## src/rtl/stopwatch_ctrl_if.sv

```systemverilog
// ---------------------------------------------------------------------------
// stopwatch_ctrl_if
//   Signal bundle between the stopwatch controller and its surroundings.
//   There is no valid/ready flow control on this bundle: tick_* are
//   single-cycle synchronous qualifiers, the buttons and switches are raw
//   asynchronous levels that the controller synchronises itself, and the
//   display outputs are plain registered levels that are always valid.
//
//   Modports
//     master : drives ticks/buttons/switches, observes display and state
//     slave  : the controller (stopwatch_ctrl)
//
//   Signals
//     tick_1hz, tick_2hz, tick_adj : one-cycle tick enables
//     btn_pause, btn_clear         : raw buttons (async)
//     sw_adj, sw_sel               : raw switches (async, level)
//     min_tens, min_ones           : BCD minutes
//     sec_tens, sec_ones           : BCD seconds
//     blank                        : per-digit blank, bit3 = min_tens, 1 = off
//     running                      : 1 while in RUN
//     state                        : FSM state (IDLE=0 RUN=1 PAUSE=2 ADJUST=3)
// ---------------------------------------------------------------------------
interface stopwatch_ctrl_if;
   logic       tick_1hz;
   logic       tick_2hz;
   logic       tick_adj;
   logic       btn_pause;
   logic       btn_clear;
   logic       sw_adj;
   logic       sw_sel;
   logic [3:0] min_tens;
   logic [3:0] min_ones;
   logic [3:0] sec_tens;
   logic [3:0] sec_ones;
   logic [3:0] blank;
   logic       running;
   logic [1:0] state;

   modport master (
      output tick_1hz, tick_2hz, tick_adj, btn_pause, btn_clear, sw_adj, sw_sel,
      input  min_tens, min_ones, sec_tens, sec_ones, blank, running, state
   );

   modport slave (
      input  tick_1hz, tick_2hz, tick_adj, btn_pause, btn_clear, sw_adj, sw_sel,
      output min_tens, min_ones, sec_tens, sec_ones, blank, running, state
   );
endinterface

```

## src/rtl/stopwatch_ctrl.sv

```systemverilog
// ---------------------------------------------------------------------------
// stopwatch_ctrl
//   Run/pause/adjust controller for a MM:SS stopwatch. Synchronises the raw
//   buttons and switches, edge-detects the buttons, sequences a BCD time
//   register from the 1 Hz tick, lets the user step minutes or seconds from
//   the adjust tick, and produces digit values plus a blink blank mask.
//
//   Parameters
//     SYNC_STAGES : synchroniser flops per async input (>= 2)
//     MAX_MIN     : highest minute value before wrapping to 00 (<= 99)
//
//   Ports
//     clk  : system clock
//     rst  : asynchronous, active-low reset
//     bus  : stopwatch_ctrl_if.slave (ticks, buttons, switches in;
//            digits, blank, running, state out)
// ---------------------------------------------------------------------------
module stopwatch_ctrl #(
   parameter int SYNC_STAGES = 2,
   parameter int MAX_MIN     = 59
) (
   input  logic            clk,
   input  logic            rst,
   stopwatch_ctrl_if.slave bus
);

   typedef enum logic [1:0] {
      ST_IDLE   = 2'd0,
      ST_RUN    = 2'd1,
      ST_PAUSE  = 2'd2,
      ST_ADJUST = 2'd3
   } state_t;

   localparam logic [7:0] MAX_MIN_BCD = {4'(MAX_MIN / 10), 4'(MAX_MIN % 10)};
   localparam logic [7:0] MAX_SEC_BCD = 8'h59;

   logic [SYNC_STAGES-1:0] pause_sync;
   logic [SYNC_STAGES-1:0] clear_sync;
   logic [SYNC_STAGES-1:0] adj_sync;
   logic [SYNC_STAGES-1:0] sel_sync;
   logic                   pause_last;
   logic                   clear_last;

   logic                   pause_edge;
   logic                   clear_edge;
   logic                   adj_on;
   logic                   sel_sec;

   state_t                 state_q, state_d;
   logic [7:0]             min_q, min_d;
   logic [7:0]             sec_q, sec_d;
   logic                   phase_q, phase_d;

   logic [7:0]             sec_step;
   logic [7:0]             min_step;
   logic [7:0]             min_carry;

   // Two-digit BCD increment with wrap to 00 after 'top'.
   function automatic logic [7:0] bcd_step(input logic [7:0] v, input logic [7:0] top);
      if (v == top)
         bcd_step = 8'h00;
      else if (v[3:0] == 4'd9)
         bcd_step = {v[7:4] + 4'd1, 4'd0};
      else
         bcd_step = {v[7:4], v[3:0] + 4'd1};
   endfunction

   // Synchronisers plus one extra flop per button for rising-edge detection.
   always_ff @(posedge clk or negedge rst) begin
      if (!rst) begin
         pause_sync <= '0;
         clear_sync <= '0;
         adj_sync   <= '0;
         sel_sync   <= '0;
         pause_last <= 1'b0;
         clear_last <= 1'b0;
      end else begin
         pause_sync <= {pause_sync[SYNC_STAGES-2:0], bus.btn_pause};
         clear_sync <= {clear_sync[SYNC_STAGES-2:0], bus.btn_clear};
         adj_sync   <= {adj_sync[SYNC_STAGES-2:0], bus.sw_adj};
         sel_sync   <= {sel_sync[SYNC_STAGES-2:0], bus.sw_sel};
         pause_last <= pause_sync[SYNC_STAGES-1];
         clear_last <= clear_sync[SYNC_STAGES-1];
      end
   end

   assign pause_edge = pause_sync[SYNC_STAGES-1] & ~pause_last;
   assign clear_edge = clear_sync[SYNC_STAGES-1] & ~clear_last;
   assign adj_on     = adj_sync[SYNC_STAGES-1];
   assign sel_sec    = sel_sync[SYNC_STAGES-1];

   assign sec_step  = bcd_step(sec_q, MAX_SEC_BCD);
   assign min_step  = bcd_step(min_q, MAX_MIN_BCD);
   // Minutes only advance on a run tick when seconds roll over from 59.
   assign min_carry = (sec_q == MAX_SEC_BCD) ? min_step : min_q;

   // State and time registers.
   always_ff @(posedge clk or negedge rst) begin
      if (!rst) begin
         state_q <= ST_IDLE;
         min_q   <= 8'h00;
         sec_q   <= 8'h00;
         phase_q <= 1'b0;
      end else begin
         state_q <= state_d;
         min_q   <= min_d;
         sec_q   <= sec_d;
         phase_q <= phase_d;
      end
   end

   // Next-state and next-time logic. Priority: adjust switch, then clear
   // edge, then pause edge, then tick. Blink phase is held at 0 unless the
   // controller is already in ADJUST and the switch is still on, so it drops
   // to 0 on the same edge that leaves ADJUST.
   always_comb begin
      state_d = state_q;
      min_d   = min_q;
      sec_d   = sec_q;
      phase_d = 1'b0;

      if (adj_on) begin
         state_d = ST_ADJUST;
         if (state_q == ST_ADJUST) begin
            phase_d = phase_q ^ bus.tick_2hz;
            if (clear_edge) begin
               min_d = 8'h00;
               sec_d = 8'h00;
            end else if (bus.tick_adj) begin
               // Fields step independently: no carry between them.
               if (sel_sec)
                  sec_d = sec_step;
               else
                  min_d = min_step;
            end
         end
      end else if (state_q == ST_ADJUST) begin
         state_d = ST_PAUSE;
      end else if (clear_edge) begin
         state_d = ST_IDLE;
         min_d   = 8'h00;
         sec_d   = 8'h00;
      end else begin
         // A tick coinciding with a pause edge in RUN is still counted.
         if ((state_q == ST_RUN) && bus.tick_1hz) begin
            sec_d = sec_step;
            min_d = min_carry;
         end
         if (pause_edge) begin
            case (state_q)
               ST_IDLE:  state_d = ST_RUN;
               ST_RUN:   state_d = ST_PAUSE;
               ST_PAUSE: state_d = ST_RUN;
               default:  state_d = state_q;
            endcase
         end
      end
   end

   assign bus.min_tens = min_q[7:4];
   assign bus.min_ones = min_q[3:0];
   assign bus.sec_tens = sec_q[7:4];
   assign bus.sec_ones = sec_q[3:0];
   assign bus.blank    = phase_q ? (sel_sec ? 4'b0011 : 4'b1100) : 4'b0000;
   assign bus.running  = (state_q == ST_RUN);
   assign bus.state    = state_q;

endmodule

```

## src/flat_wrapper.sv

```systemverilog
// flat-port wrapper written by rule: the top's interface ports become plain ports
module stopwatch_ctrl_flat 
#(
   parameter int SYNC_STAGES = 2,
   parameter int MAX_MIN     = 59
)
  (clk, rst, bus_tick_1hz, bus_tick_2hz, bus_tick_adj, bus_btn_pause, bus_btn_clear, bus_sw_adj, bus_sw_sel, bus_min_tens, bus_min_ones, bus_sec_tens, bus_sec_ones, bus_blank, bus_running, bus_state);
  stopwatch_ctrl_if bus_i ();
  input  logic clk;
  input  logic rst;
  input wire logic [$bits(bus_i.tick_1hz)-1:0] bus_tick_1hz;
  input wire logic [$bits(bus_i.tick_2hz)-1:0] bus_tick_2hz;
  input wire logic [$bits(bus_i.tick_adj)-1:0] bus_tick_adj;
  input wire logic [$bits(bus_i.btn_pause)-1:0] bus_btn_pause;
  input wire logic [$bits(bus_i.btn_clear)-1:0] bus_btn_clear;
  input wire logic [$bits(bus_i.sw_adj)-1:0] bus_sw_adj;
  input wire logic [$bits(bus_i.sw_sel)-1:0] bus_sw_sel;
  output wire logic [$bits(bus_i.min_tens)-1:0] bus_min_tens;
  output wire logic [$bits(bus_i.min_ones)-1:0] bus_min_ones;
  output wire logic [$bits(bus_i.sec_tens)-1:0] bus_sec_tens;
  output wire logic [$bits(bus_i.sec_ones)-1:0] bus_sec_ones;
  output wire logic [$bits(bus_i.blank)-1:0] bus_blank;
  output wire logic [$bits(bus_i.running)-1:0] bus_running;
  output wire logic [$bits(bus_i.state)-1:0] bus_state;
  assign bus_i.tick_1hz = bus_tick_1hz;
  assign bus_i.tick_2hz = bus_tick_2hz;
  assign bus_i.tick_adj = bus_tick_adj;
  assign bus_i.btn_pause = bus_btn_pause;
  assign bus_i.btn_clear = bus_btn_clear;
  assign bus_i.sw_adj = bus_sw_adj;
  assign bus_i.sw_sel = bus_sw_sel;
  assign bus_min_tens = bus_i.min_tens;
  assign bus_min_ones = bus_i.min_ones;
  assign bus_sec_tens = bus_i.sec_tens;
  assign bus_sec_ones = bus_i.sec_ones;
  assign bus_blank = bus_i.blank;
  assign bus_running = bus_i.running;
  assign bus_state = bus_i.state;
  stopwatch_ctrl #(.SYNC_STAGES(SYNC_STAGES), .MAX_MIN(MAX_MIN)) u_core (.clk(clk), .rst(rst), .bus(bus_i));
endmodule
```

## config.mk

```make
export PLATFORM = sky130hd
export DESIGN_NAME = stopwatch_ctrl_flat
export DESIGN_NICKNAME = d
export VERILOG_FILES = /design/src/rtl/stopwatch_ctrl_if.sv /design/src/rtl/stopwatch_ctrl.sv /design/src/flat_wrapper.sv
export SDC_FILE = /design/constraint.sdc
export NUM_CORES = 1
export LEC_CHECK = 0
export CAP_MARGIN = 20
export CORE_ASPECT_RATIO = 1.5
export CORE_UTILIZATION = 35
export CTS_CLUSTER_SIZE = 14
export DETAILED_ROUTE_END_ITERATION = 8
export PLACE_DENSITY = 0.63
export SLEW_MARGIN = 10
export SYNTH_ARGS = -nofsm -noshare
export SYNTH_HDL_FRONTEND = slang
export SYNTH_SLANG_ARGS = --single-unit
export TNS_END_PERCENT = 1
```

## constraint.sdc

```tcl
create_clock -name clk -period 1.84 [get_ports clk]
set_input_delay 0.276 -clock clk [delete_from_list [all_inputs] [get_ports clk]]
set_output_delay 0.276 -clock clk [all_outputs]
set_load 0.1 [all_outputs]
```

==> results.json, run 1 <==
{
  "p_switching_mw": 1.26,
  "cp_slowest_cell": "dfrtp_4",
  "clockBufferDepth": 2,
  "gr-total-overflow": 0,
  "clock_sinks": 29,
  "instances_no_fill": 246,
  "initial_core_util": 0.367,
  "syn_area_mm2": 0.00156,
  "leakage_nw": 1.06,
  "status": "finished clean",
  "rsz0062_at_grt": "false",
  "power.share.combinational": 0.496,
  "arrival_ns": 2.01,
  "clock_skew_ns": 0.00483,
  "synth_seq_cells": 29,
  "reg2reg_setup_slack_ns": 0.05,
  "die_area_mm2": 0.00472,
  "crit_path_start_kind": "flop",
  "hold_viol_final": 0,
  "finalNetCount": 218,
  "max_freq_ghz": 0.559,
  "timing.rr.start": "u_core.min_q[4]",
  "fill_cells": 357,
  "yosysTopAreaCell": "dfrtp_1",
  "crit_chain": "ha_1 > and3b_1 > or4_4 > and4bb_2 > mux2_4",
  "drtAntennaViolNets": 0,
  "via_count": 1301,
  "cap_violations": 0,
  "postSynth.topFlopCell": "dfrtp_1",
  "synth_edf_count": 0,
  "ir_drop_uv": 1280,
  "coreArea_mm2": 0.00425,
  "rr_worst_depth": 5,
  "synth.top_cells.by_count": "dfrtp_1 (29), nand2_1 (12), ha_1 (10)",
  "ys_seq_area_frac": 0.466,
  "slew_headroom": 0.755,
  "crit_path_end_kind": "flop",
  "holdCritPathClass": "reg2reg",
  "synth_area_leaders": "dfrtp_1 (47%), ha_1 (8.0%), mux2_1 (3.6%), nand2_1 (2.9%), nand3_1 (2.6%)",
  "finalCritPeriodShare": 0.973,
  "final_area_mm2": 0.00241,
  "worstSkewPairLatency_ns": 0.28,
  "placed_cell_area_mm2": 0.00224,
  "synth_top_area_frac": 0.466,
  "wl_per_cell_um": 14.2,
  "grt_usage": 0.157,
  "hold_depth": 0,
  "die_w_um": 56.5,
  "htree_levels": 2,
  "grt_max_degree": 30,
  "ys_types": 44,
  "slowest_delay_ns": 0.47,
  "avgSynthCellArea_um2": 10.7,
  "min-delay-start": "u_core.clear_sync[0]",
  "synth_cells": 145,
  "cp_max_fo": 3,
  "synth_nets": 164,
  "grt_pass1_wl_um": 5820,
  "worst_slew_pin_slew_ns": 0.366,
  "antennaDiodeCount": 0,
  "port_buffers": 31,
  "finalWeightedCongestion": 0.829,
  "powerDensity_mw_per_mm2": 1230,
  "viasPerCell": 5.29,
  "antenna_found_initial": 0,
  "async_reset_ff_frac": 1.00,
  "p_int_mw": 1.71,
  "wirelength_um": 3490,
  "cp_data_required_time_ns": 2.06,
  "numPlacedInstances": 235,
  "r2r-end": "u_core.min_q[4]",
  "clk_pin_slew_ns": 0.06,
  "finalSetupViolations": 0,
  "grt_pass1_vias": 1316,
  "syn2layout_area_growth_pct": 54.8,
  "drive_above_1_share": 0.440,
  "critPathKind": "reg2reg",
  "yosysWarnings": 0,
  "hold_path_end": "u_core.clear_sync[1]",
  "drcViolationCount": 0,
  "switching_share": 0.423,
  "io_pins": 32,
  "drt_iter0_drc": 22,
  "seq_power_share": 0.287,
  "clkPwrFrac": 0.216,
  "hold_buffers": 0,
  "slew_violations": 0,
  "synth_most_common_cell": "dfrtp_1",
  "period_needed_ns": 1.79,
  "cts_tree": "built",
  "dr.pass1.iters": 4,
  "die_h_um": 83.7,
  "cts-root-buf": "clkbuf_8",
  "dp_hpwl_um": 2630,
  "num_rows": 29,
  "cts_made_buffers": 5
}
==> area by class of cell <==
class / instances / area, µm² / area share
clock buffers: 6 / 72.6 / 0.0301
clock inverters: 2 / 35.0 / 0.0145
inverters: 8 / 30.0 / 0.0125
multi-input cells: 104 / 832 / 0.345
flip-flops and latches: 29 / 767 / 0.318
well taps: 46 / 57.6 / 0.0239
repair buffers: 51 / 616 / 0.255
==> critical path, delay by kind of cell (launching register included) <==
| kind | cells | cell delay, ns |
|---|---|---|
| flip-flops | 1 | 0.47 |
| AND/OR/NAND/NOR | 3 | 0.92 |
| multiplexers | 1 | 0.15 |
| adder cells (fa/ha/maj) | 1 | 0.19 |
==> state kept, by name, indices dropped and copies added (netlist names) <==
name / flops
u_core.bus.state: 2
u_core.sel_sync: 2
u_core.clear_sync: 2
u_core.adj_sync: 2
u_core.clear_last: 1
u_core.sec_q: 8
u_core.pause_last: 1
u_core.pause_sync: 2
u_core.phase_q: 1
u_core.min_q: 8
==> power groups by stage <==
stage	Combinational [mW]	Sequential [mW]	Clock, mW
floorplan	0.304	1.45	0
global placement	1.43	0.854	0
detailed placement	1.45	0.863	0
CTS	1.45	0.851	0.663
global route	1.55	0.866	0.689
finish	1.48	0.853	0.643
==> logic make-up (layout without fill, tap and decap cells) <==
family,Yosys count,count (layout),synth area share
adders and majority gates,10,10,0.0804
buffers and inverters,12,67,0.0370
and+or+nand+nor,56,56,0.219
AOI/OAI and AO/OA,30,30,0.141
xor gates and xnor gates,1,1,0.00563
DFF,29,29,0.466
muxes,7,7,0.0506
==> layout by cell type, fill, tap and decap left out, types with 7 or more instances in the layout <==
master	instances
buf_12	17
buf_4	26
nand3_1	8
nor2_1	8
nand2_1	9
dfrtp_1	10
ha_1	7
clkdlybuf4s50_1	8
dfrtp_2	12
inv_1	7
dfrtp_4	7
==> worst max-delay path by stage <==
stage / start / endpoint / slack [ns] / cells after the start
6_report: u_core.min_q[4] / u_core.min_q[4] / 0.05 / 5
5_1_grt: u_core.min_q[4] / u_core.min_q[7] / 0.002 / 5
4_1_cts: u_core.sec_q[0] / u_core.min_q[1] / 0.003 / 5
3_5_place_dp: bus_tick_adj / u_core.min_q[6] / -0.05 / 5
3_3_place_gp: bus_tick_adj / u_core.min_q[7] / 0.03 / 5
2_1_floorplan: u_core.bus.state[0] / u_core.min_q[0] / -0.10 / 6
==> layer usage <==
metal  GRT usage  routed length [µm]  up-vias
li1            -                   -      631
met1       0.173                1390      643
met2       0.276                1920       23
met3      0.0388                 117        4
met4      0.0732                  54        0
met5           0                   0        -
==> per-stage QoR <==
stage	TNS [ns]	total power, mW	hold slack [ns]	setup WS, ns	util
6_report	0	2.97	0.348	0.0504	0.568
5_1_grt	0	3.11	0.354	0.00240	0.568
4_1_cts	0	2.97	0.351	0.00323	0.552
3_5_place_dp	-0.132	2.32	0.336	-0.0501	0.527
3_3_place_gp	0	2.28	0.333	0.0285	0.527
2_1_floorplan	-0.836	1.75	-0.0196	-0.101	-
==> repair_timing <==
item,CTS,global route
endpoints found under the setup margin,0,6
resized for setup,0,14
setup buffers,0,3
No activity file was read; power rests on OpenSTA's default activity.
==> run 2, diff against run 1 <==
--- a/config.mk
+++ b/config.mk
@@ -6,7 +6,6 @@
 export NUM_CORES = 1
 export LEC_CHECK = 0
 export CAP_MARGIN = 20
-export CORE_ASPECT_RATIO = 1.5
 export CORE_UTILIZATION = 35
 export CTS_CLUSTER_SIZE = 14
 export DETAILED_ROUTE_END_ITERATION = 8
==> constraint.sdc (replaced) <==
create_clock -name clk -period 2.04 [get_ports clk]
set_input_delay 0.306 -clock clk [delete_from_list [all_inputs] [get_ports clk]]
set_output_delay 0.306 -clock clk [all_outputs]
set_load 0.1 [all_outputs]
==> results.json, run 2 (synthesis gave the netlist of run 1 again) <==
{
  "cp-endpoint": "u_core.min_q[7]",
  "grt_use_met1": 0.182,
  "hold_depth": 0,
  "slew_headroom": 0.668,
  "coreArea_mm2": 0.00414,
  "dr.pass1.iters": 4,
  "num_rows": 23,
  "postLayoutCoreUtil": 0.485,
  "grt_usage": 0.151,
  "critPathKind": "reg2reg",
  "clock_skew_ns": 0.00501,
  "rsz0062_at_grt": "false",
  "drt_iter0_drc": 74,
  "fill_cells": 402,
  "crit_path_end_kind": "flop",
  "rr_worst_depth": 4,
  "finalWeightedCongestion": 0.751,
  "tns_ns": 0,
  "cts-root-buf": "clkbuf_8",
  "timing.rr.start": "u_core.clear_last",
  "cp_slowest_cell": "a221o_1",
  "critical_path_buf_inv_count": 0,
  "slew_violations": 0,
  "path_depth": 4,
  "drcViolationCount": 0,
  "arrival_ns": 2.02,
  "top_usage_layer": "met2",
  "clock_sinks": 29,
  "via_count": 1220,
  "use_met3": 0.0493,
  "finalNetCount": 200,
  "met2_usage": 0.245,
  "ctsResizeCount": 0,
  "wirelength_um": 3180,
  "holdCritPathClass": "reg2reg",
  "syn2layout_area_growth_pct": 29.2,
  "leakage_nw": 0.954,
  "seqCellArea_um2": 726,
  "mostFrequentLayoutCell": "dfrtp_1",
  "hold_viol_final": 0,
  "grt_pass1_wl_um": 5110,
  "slowest_delay_ns": 0.41,
  "worstSkewPairLatency_ns": 0.28,
  "die_area_mm2": 0.00472,
  "cts_setup_buffers": 0,
  "viasPerCell": 5.26,
  "status": "finished clean",
  "crit_family": "compound AO/OA/AOI/OAI gates",
  "antenna_found_initial": 0,
  "powerDensity_mw_per_mm2": 1220,
  "finalCritPeriodShare": 0.909,
  "cap_violations": 0,
  "gr-total-overflow": 0,
  "hold_buffers": 0,
  "initial_core_util": 0.376,
  "io_pins": 32,
  "port_buffers": 31,
  "crit_chain": "nand2b_1 > a31oi_1 > o2111ai_1 > a221o_1",
  "worst_slew_pin_slew_ns": 0.498,
  "wl_per_cell_um": 13.7,
  "multi_input_area_um2": 778,
  "worstSetupStartpoint": "u_core.clear_last",
  "crit_path_start_kind": "flop",
  "r2r-end": "u_core.min_q[7]",
  "antennaDiodeCount": 0,
  "cts_made_buffers": 5,
  "instances_no_fill": 232,
  "dp_hpwl_um": 2370,
  "die_w_um": 68.7,
  "ir_drop_uv": 543,
  "cp_max_fo": 12,
  "max_freq_ghz": 0.539,
  "htree_levels": 2,
  "numPlacedInstances": 224,
  "cts_tree": "built",
  "die_h_um": 68.7,
  "finalSetupViolations": 0,
  "drtAntennaViolNets": 0,
  "clockBufferDepth": 2,
  "grt_pass1_vias": 1181,
  "most-common-layout-cells": "dfrtp_1 (29), buf_4 (24), nand2_1 (12)",
  "worst_slack_ns": 0.185,
  "cp_data_required_time_ns": 2.20,
  "period_needed_ns": 1.86,
  "pre_cts_ws_ns": 0.132,
  "reg.largest.list": "u_core.min_q x8, u_core.sec_q x8",
  "drive_above_1_share": 0.231,
  "reg2reg_setup_slack_ns": 0.18,
  "grt_max_degree": 30,
  "clk_pin_slew_ns": 0.06
}
==> run 2: power by group <==
part	switching (mW)	internal, mW	leakage [nW]	total (mW)
Clock	0.218	0.485	0.0681	0.702
Combinational	0.737	0.256	0.520	0.993
Sequential	0.110	0.657	0.366	0.767
==> run 2: final cells by class <==
cell class | count | area share
clock buffer | 5 | 0.0342
clock inverter | 3 | 0.0324
inverter | 8 | 0.0149
multi-input combinational | 104 | 0.387
sequential | 29 | 0.361
tap | 50 | 0.0311
timing repair buffer | 33 | 0.139
==> run 2: routing by layer <==
layer	wire length, µm	vias to the layer above	share of wire
met5	0	-	0
met4	36	0	0.011
met3	137	5	0.043
met2	1580	25	0.50
met1	1420	598	0.45
li1	-	592	-
==> run 2: worst min-delay path by stage <==
stage / startpoint / endpoint / slack (ns)
after floorplan: rst / u_core.adj_sync[0] / 0.01
after global placement: u_core.clear_sync[0] / u_core.clear_sync[1] / 0.33
after detailed placement: u_core.clear_sync[0] / u_core.clear_sync[1] / 0.34
after CTS: u_core.clear_sync[0] / u_core.clear_sync[1] / 0.35
after global routing: u_core.clear_sync[0] / u_core.clear_sync[1] / 0.36
final: u_core.clear_sync[0] / u_core.clear_sync[1] / 0.35
==> run 2: per-stage QoR <==
stage	cell area, µm²	power [mW]	hold WS [ns]
after detailed placement	1880	1.78	0.336
after global placement	1880	1.76	0.333
after CTS	2010	2.49	0.351
after global routing	2010	2.57	0.357
after floorplan	1560	1.54	0.0104
final	2010	2.46	0.349
==> run 3, diff against run 2 <==
--- a/config.mk
+++ b/config.mk
@@ -5,11 +5,11 @@
 export SDC_FILE = /design/constraint.sdc
 export NUM_CORES = 1
 export LEC_CHECK = 0
-export CAP_MARGIN = 20
+export CAP_MARGIN = 10
 export CORE_UTILIZATION = 35
 export CTS_CLUSTER_SIZE = 14
 export DETAILED_ROUTE_END_ITERATION = 8
-export PLACE_DENSITY = 0.63
+export PLACE_DENSITY = 0.65
 export SLEW_MARGIN = 10
 export SYNTH_ARGS = -nofsm -noshare
 export SYNTH_HDL_FRONTEND = slang
==> constraint.sdc (replaced) <==
create_clock -name clk -period 1.7 [get_ports clk]
set_input_delay 0.255 -clock clk [delete_from_list [all_inputs] [get_ports clk]]
set_output_delay 0.255 -clock clk [all_outputs]
set_load 0.1 [all_outputs]
==> results.json, run 3 (synthesis gave the netlist of run 1 again) <==
{
  "crit_chain": "inv_1 > ha_1 > nand2_2 > or4_4 > and4bb_1 > mux2_2",
  "status": "finished with violations",
  "holdCritPathClass": "in2async",
  "die_w_um": 68.7,
  "slowest_delay_ns": 0.50,
  "hold_viol_final": 0,
  "die_area_mm2": 0.00472,
  "reg.largest.list": "u_core.min_q x8, u_core.sec_q x8",
  "arrival_ns": 2.03,
  "worst_slack_ns": -0.105,
  "worstSkewPairLatency_ns": 0.29,
  "rsz0062_at_grt": "true",
  "cp_slowest_cell": "or4_4",
  "tns_ns": -0.314,
  "cp_max_fo": 4,
  "wl_per_cell_um": 13.7,
  "clock_sinks": 29,
  "cts-root-buf": "clkbuf_8",
  "powerDensity_mw_per_mm2": 1240,
  "clk_pin_slew_ns": 0.06,
  "viasPerCell": 5.13,
  "cp_data_required_time_ns": 1.92,
  "io_pins": 32,
  "grt_pass1_wl_um": 6180,
  "htree_levels": 2,
  "worst_hold_slack_ns": 0.348,
  "cap_violations": 0,
  "clock_skew_ns": 0.00715,
  "initial_core_util": 0.376,
  "finalSetupViolations": 4,
  "finalCritPeriodShare": 1.06,
  "drtAntennaViolNets": 0,
  "postLayoutCoreUtil": 0.624,
  "instances_no_fill": 262,
  "drive_above_1_share": 0.467,
  "period_needed_ns": 1.80,
  "grt_usage": 0.184,
  "max_freq_ghz": 0.554,
  "coreArea_mm2": 0.00414,
  "mostFrequentLayoutCell": "buf_4",
  "critPathKind": "reg2reg",
  "dp_hpwl_um": 2750,
  "leakage_nw": 1.14,
  "cts_tree": "built",
  "num_rows": 23,
  "ir_drop_uv": 1060,
  "cts_made_buffers": 5,
  "finalNetCount": 230,
  "antenna_found_initial": 0,
  "slew_violations": 0,
  "grt_max_degree": 30,
  "drcViolationCount": 0,
  "die_h_um": 68.7,
  "clockBufferDepth": 2,
  "numPlacedInstances": 254,
  "violations": "negative setup slack",
  "gr-total-overflow": 0,
  "dr.pass1.iters": 4,
  "slew_headroom": 0.757,
  "most-common-layout-cells": "buf_4 (32), buf_12 (23), dfrtp_1 (11)",
  "wirelength_um": 3590,
  "syn2layout_area_growth_pct": 66.2,
  "port_buffers": 31,
  "crit_path_start_kind": "flop",
  "final_area_mm2": 0.00259,
  "worst_slew_pin_slew_ns": 0.364,
  "crit_path_end_kind": "flop",
  "grt_pass1_vias": 1400,
  "finalWeightedCongestion": 0.812,
  "finalPower_mw": 3.21,
  "via_count": 1345,
  "fill_cells": 338,
  "drt_iter0_drc": 55,
  "antennaDiodeCount": 0,
  "placed_cell_area_mm2": 0.00243,
  "pre_cts_ws_ns": -0.176
}
-- run 3: changes by cell type in the layout (fill, tap and decap cells not counted), sizes merged --
cell / previous run / this run
bufinv: 2 / 0
clkinv: 1 / 0
buf: 25 / 55
clkbuf: 5 / 8
-- run 3: worst max-delay path, delay by kind of cell (launching register included) --
kind,cells,cell delay [ns]
and+or+nand+nor,3,0.90
muxes,1,0.16
adders and majority gates,1,0.15
buffers and inverters,1,0.06
DFF,1,0.47
-- run 3: report_power, final --
group          internal, mW  leakage (nW)  switching [mW]
combinational         0.682         0.751            1.03
clock                 0.329        0.0455           0.248
sequential            0.827         0.340          0.0935
-- run 3: final cells by class --
cell class,count,area [µm²],share of cell area
timing repair buffer,63,781,0.302
inverter,8,30.0,0.0116
sequential,29,768,0.297
clock buffer,8,90.1,0.0348
tap,50,62.6,0.0242
multi-input combinational,104,855,0.330
-- run 3: timing repair --
action,4_1_cts,5_1_grt
endpoints found under the setup margin,9,12
hold buffers,0,0
pin swaps,1,2
setup buffers,0,0
gates resized for setup,9,3
-- run 3: worst paths after layout --
path / end / cells after the start / startpoint / slack [ns]
hold / removal: u_core.clear_last / 2 / rst / 0.35
setup reg to reg: u_core.min_q[4] / 6 / u_core.min_q[1] / -0.10
min in group clk: u_core.sel_sync[1] / 0 / u_core.sel_sync[0] / 0.36
hold reg to reg: u_core.sel_sync[1] / 0 / u_core.sel_sync[0] / 0.36
setup / recovery: u_core.min_q[4] / 6 / u_core.min_q[1] / -0.10
max in group asynchronous: u_core.bus.state[0] / 2 / rst / 1.05
-- run 3: layer usage --
| layer | wire length (µm) | vias up | global-route usage |
|---|---|---|---|
| li1 | - | 657 | - |
| met1 | 1500 | 653 | 0.216 |
| met2 | 1880 | 29 | 0.303 |
| met3 | 143 | 6 | 0.0559 |
| met4 | 70 | 0 | 0.0938 |
| met5 | 0 | - | 0 |
